File: config.mk
export PLATFORM = sky130hd
export DESIGN_NAME = bitfusion_psum_accumulator
export DESIGN_NICKNAME = d
export VERILOG_FILES = /design/src/rtl/bitfusion_psum_accumulator.sv
export SDC_FILE = /design/constraint.sdc
export NUM_CORES = 1
export LEC_CHECK = 0
export BUFFER_PORTS_ARGS = -buffer_cell sky130_fd_sc_hd__buf_2
export CAP_MARGIN = 10
export CORE_MARGIN = 2
export CORE_UTILIZATION = 25
export DETAILED_ROUTE_END_ITERATION = 10
export PLACE_DENSITY = 0.45
export SETUP_SLACK_MARGIN = 0.1
export SYNTH_ARGS = -nofsm -noshare
export SYNTH_HDL_FRONTEND = slang
export SYNTH_SLANG_ARGS = --single-unit
File: constraint.sdc
create_clock -name clk -period 2.9 [get_ports clk]
set_input_delay 0.435 -clock clk [delete_from_list [all_inputs] [get_ports clk]]
set_output_delay 0.435 -clock clk [all_outputs]
set_load 0.05 [all_outputs]
File: src/rtl/bitfusion_psum_accumulator.sv
// bitfusion_psum_accumulator: sums a programmed count of multiplier products into one wide result.
// Results leave over a valid/ready handshake, and the overflow flag is sticky for each result.
module bitfusion_psum_accumulator #(
    parameter int PSUM_WIDTH = 16,
    parameter int ACC_WIDTH  = 32,
    parameter int LEN_WIDTH  = 8
) (
    input  logic                  clk,
    input  logic                  rst,
    input  logic                  start,
    input  logic [LEN_WIDTH-1:0]  len,
    input  logic                  signed_mode,
    input  logic                  psum_valid,
    input  logic [PSUM_WIDTH-1:0] psum,
    output logic                  psum_ready,
    output logic                  acc_valid,
    output logic [ACC_WIDTH-1:0]  acc_out,
    input  logic                  acc_ready,
    output logic                  busy,
    output logic                  overflow
);
    localparam int EXT = ACC_WIDTH - PSUM_WIDTH;

    typedef enum logic [1:0] {IDLE, ACCUM, OUT} state_t;

    state_t               state_q;
    logic [LEN_WIDTH-1:0] len_q, cnt_q, cnt_d;
    logic                 signed_q, ovf_q, ovf_d, last_d;
    logic [ACC_WIDTH-1:0] acc_q, acc_d, ext_d;

    assign ext_d  = {{EXT{signed_q & psum[PSUM_WIDTH-1]}}, psum};
    assign acc_d  = acc_q + ext_d;
    assign cnt_d  = cnt_q + 1'b1;
    assign last_d = cnt_d == len_q;
    // Overflow always uses the signed view of the operands and the sum, whatever the mode.
    assign ovf_d  = (acc_q[ACC_WIDTH-1] == ext_d[ACC_WIDTH-1]) && (acc_d[ACC_WIDTH-1] != acc_q[ACC_WIDTH-1]);

    always_ff @(posedge clk or posedge rst) begin
        if (rst) begin
            state_q  <= IDLE;
            len_q    <= '0;
            cnt_q    <= '0;
            signed_q <= 1'b0;
            ovf_q    <= 1'b0;
            acc_q    <= '0;
        end else begin
            case (state_q)
                IDLE: if (start) begin
                    len_q    <= len;
                    signed_q <= signed_mode;
                    cnt_q    <= '0;
                    acc_q    <= '0;
                    ovf_q    <= 1'b0;
                    state_q  <= (len == '0) ? OUT : ACCUM;
                end
                ACCUM: if (psum_valid) begin
                    acc_q <= acc_d;
                    cnt_q <= cnt_d;
                    ovf_q <= ovf_q | ovf_d;
                    if (last_d) state_q <= OUT;
                end
                OUT: if (acc_ready) state_q <= IDLE;
                default: state_q <= IDLE;
            endcase
        end
    end

    assign psum_ready = state_q == ACCUM;
    assign acc_valid  = state_q == OUT;
    assign busy       = state_q != IDLE;
    assign acc_out    = acc_q;
    assign overflow   = ovf_q;
endmodule
==> metrics.md <==
| Metric | Value |
|---|---|
| Post-synthesis compound-gate area fraction | `25.64%` |
| Initial antenna violation count | `0` |
| Max Transition Viols Final | `0` |
| Worst min path class | `in -> async` |
| Clk_skew | `0.009426 ns` |
| Clk sinks | `52` |
| Pwr Density | `1236 nW/um^2` |
| Final Util | `31.53%` |
| Synth top area cells | `dfrtp_1, o21ai_0, ha_1` |
| Sequential share of the synthesized area | `32.68%` |
| Clk buf depth | `2` |
| DRC viols | `0` |
| Gpl congestion | `0.8497` |
| Crit Path Max Fanout | `3` |
| Total gr overflow | `0` |
| Pleak | `2.207 nW` |
| Maximum VDD drop | `478.8 uV` |
| Slowest CP cell | `dfrtp_2` |
| Grt peak-use layer | `met2` |
| Met2 global-route usage | `22.82%` |
| Outcome | `finished clean` |
| Share of the synthesized area in the top cell type | `32.68%` |
| Switching pwr | `3.257 mW` |
| Endpoint type of the worst setup path | `flip-flop` |
| Core Area | `15710 um^2` |
| Final ANT Viol Nets | `0` |
| Yosys top cell by area | `dfrtp_1` |
| Post-synth net total | `520` |
| Fill cell count | `1688` |
| Total power | `6.126 mW` |
| Initial drt markers | `104` |
| Most common cell after layout, fill and taps aside | `nand2_1` |
| Clk root buf | `clkbuf_16` |
| Startpoint types | `flip-flop` |
| Final Net Count | `600` |
| Global-route wire length before repair | `18610 um` |
| Inserted Clock Buffers | `5` |
| Die width | `130.2 um` |
| Starting Density | `25.34%` |
| Via density | `4.814` |
| Worst-Margin Slew | `0.6225 ns` |
| Max Clk Rate | `363.0 MHz` |
| Proportion of power drawn by the clock network | `10.6%` |
| WL per Instance | `15.05 um` |
| Adder-cell area share of the yosys netlist | `7.417%` |
| GR Util All Layers | `13.81%` |
| Simple-gate share of the synthesized area | `16.88%` |
| CP Cell Sequence | `ha_4 -> a21oi_2 -> nand4b_1 -> a211o_1 -> o31ai_4 -> o21ai_4 -> a2111oi_4 -> a211o_1 -> mux2i_1 -> mux2i_1` |
| Die Ht | `130.2 um` |
| CTS Hold Bufs | `0` |
| DRT Wirelength | `11500 um` |
| Asr flop ratio synth | `100.0%` |
| Via count | `3678` |
| Worst Path Class, Setup | `reg -> reg` |
| Cell Rows | `46` |
| Largest net degree at the start of global routing | `35` |
| Post-Syn Area | `3981 um^2` |
| Req. time, crit path | `3.12 ns` |
| Post-synth cell types | `59` |
| Final period utilization | `94.98%` |
| Slew headroom | `58.50%` |
| Switching part of the total | `53.17%` |
| Hold Vio Cnt, Final | `0` |
| Yosys reg bits | `52` |
| CTS tree | `done` |
| Mean Syn Cell Area | `8.525 um^2` |
| Ports | `66` |
| Largest stage delay, worst path | `0.44 ns` |
| Reg power frac | `23.5%` |
| M1 GR Usage | `18.09%` |
| RSZ-0062 raised after global routing | `true` |
| Worst-path clk slew | `0.08 ns` |
| # setup viols final | `0` |
| Worst skew pair latency | `0.30 ns` |
| Min Clock Period, post-route | `2.754 ns` |
| Die Area | `16950 um^2` |
| Worst path arrival time | `2.98 ns` |
| Number of global-route vias before repair | `3680` |
| Int Pwr | `2.869 mW` |
| Post-DP HPWL | `8578 um` |
| Largest family of logic cells by synthesized area | `compound AO/OA/AOI/OAI gates` |
| Logic pwr share | `65.9%` |
| # diodes | `0` |
| Number of synthesized flops with an enable pin | `0` |
| Commonest non-fill, non-tap cells in the layout | `nand2_1, buf_2, o21ai_0` |
| Drt first pass iters | `5` |
| Yosys warnings | `0` |
| Ys flop type | `dfrtp_1` |
| H-tree levels | `2` |
| Maxcap violations | `0` |
| Xor and xnor area share after synthesis | `8.140%` |
| Post-synthesis cell count | `467` |
| Met3 usage | `2.624%` |
| I/O Buffers | `65` |
| Synth-to-layout area growth | `24.45%` |
| Share of cells above drive strength 1 | `27.01%` |
| Post-synthesis mux area share | `3.834%` |
-- logic make-up (layout without fill, tap and decap cells) --
| kind of cell | count (synthesis) | in the layout |
|---|---|---|
| XOR/XNOR | 37 | 37 |
| adder cells (fa/ha/maj) | 23 | 23 |
| AO/OA/AOI/OAI | 160 | 160 |
| AND/OR/NAND/NOR | 147 | 147 |
| buffers and inverters | 34 | 115 |
| multiplexers | 14 | 14 |
| flip-flops | 52 | 52 |
-- sequential cells by signal (all words and copies together) (netlist names) --
register and count:
acc_out 32, cnt_q 8, len_q 8, overflow 1, signed_q 1, state_q 2
-- critical path, delay by kind of cell (launching register included) --
family / cells / cell delay, ns
compound gates: 6 / 1.36
flops: 1 / 0.44
mux: 2 / 0.39
fa+ha+maj: 1 / 0.27
simple gates: 1 / 0.22
-- metrics by stage --
step	TNS, ns	setup WS [ns]	cells	cell area, um^2	hold WS [ns]
2_1_floorplan	0	0.1147	467	3996	0.4762
3_3_place_gp	-0.03266	-0.02070	749	4598	0.4905
3_5_place_dp	-0.2210	-0.05501	749	4598	0.4992
4_1_cts	0	0.1148	758	4776	0.1782
5_1_grt	-0.04368	-0.02985	764	4955	0.1995
6_report	0	0.1455	764	4955	0.1514
-- cell type report --
cell class | instances | area (um^2) | area share (%)
tap | 216 | 270.3 | 5.455
timing repair buffer | 96 | 561.8 | 11.34
multi-input combinational | 381 | 2621 | 52.90
sequential | 52 | 1306 | 26.36
clock buffer | 5 | 125.1 | 2.525
inverter | 11 | 41.29 | 0.8333
clock inverter | 3 | 28.78 | 0.5808
-- per-layer routing --
layer	wire length [um]	vias up
met2	5477	76
met1	5377	1749
met5	0	-
li1	-	1845
met4	146	0
met3	494	8
-- Yosys cell counts (all sizes together), types with 2 or more instances --
cell and instances:
a21oi 36, o211ai 4, and2 4, dfrtp 52
o21ai 60, nor2 29, nand4 4, a22oi 2
o31ai 4, nand2b 2, o21a 4, xnor2 20
inv 11, a211oi 6, o22ai 2, a21boi 2
nor3 2, a21o 13, a31oi 4, or3 4
nor2b 6, nor4 6, xor2 17, o21bai 6
nand2 67, a22o 4, buf 4, mux2 10
ha 22, mux2i 4, a211o 2, and3 7
o211a 2, a41oi 2, nand3 12, clkbuf 18
-- path summary, 6_finish.rpt --
path / from / endpoint / slack, ns / cells after the start
worst max-delay path: acc_out[1]$_DFFE_PP0P_ / acc_out[29]$_DFFE_PP0P_ / 0.15 / 10
min in group clk: len[7] / len_q[7]$_DFFE_PP0P_ / 0.38 / 2
max in group asynchronous: rst / acc_out[31]$_DFFE_PP0P_ / 2.12 / 3
worst min-delay path: rst / acc_out[8]$_DFFE_PP0P_ / 0.15 / 2
worst max register to register: acc_out[1]$_DFFE_PP0P_ / acc_out[29]$_DFFE_PP0P_ / 0.15 / 10
worst min register to register: overflow$_DFFE_PP0P_ / overflow$_DFFE_PP0P_ / 0.51 / 2
-- timing repair --
item	4_1_cts	5_1_grt
pin swaps	4	16
hold endpoints to repair	0	0
buffers inserted	1	6
gates resized for setup	2	29
setup endpoints to repair	6	17
-- power by group through the flow --
stage | Clock [mW] | Sequential (mW) | Combinational (mW)
2_1_floorplan | 0 | 2.03 | 2.29
3_3_place_gp | 0 | 1.45 | 3.80
3_5_place_dp | 0 | 1.45 | 3.83
4_1_cts | 0.677 | 1.44 | 3.87
5_1_grt | 0.705 | 1.50 | 4.43
6_report | 0.649 | 1.44 | 4.04
No activity file was read; power rests on OpenSTA's default activity.
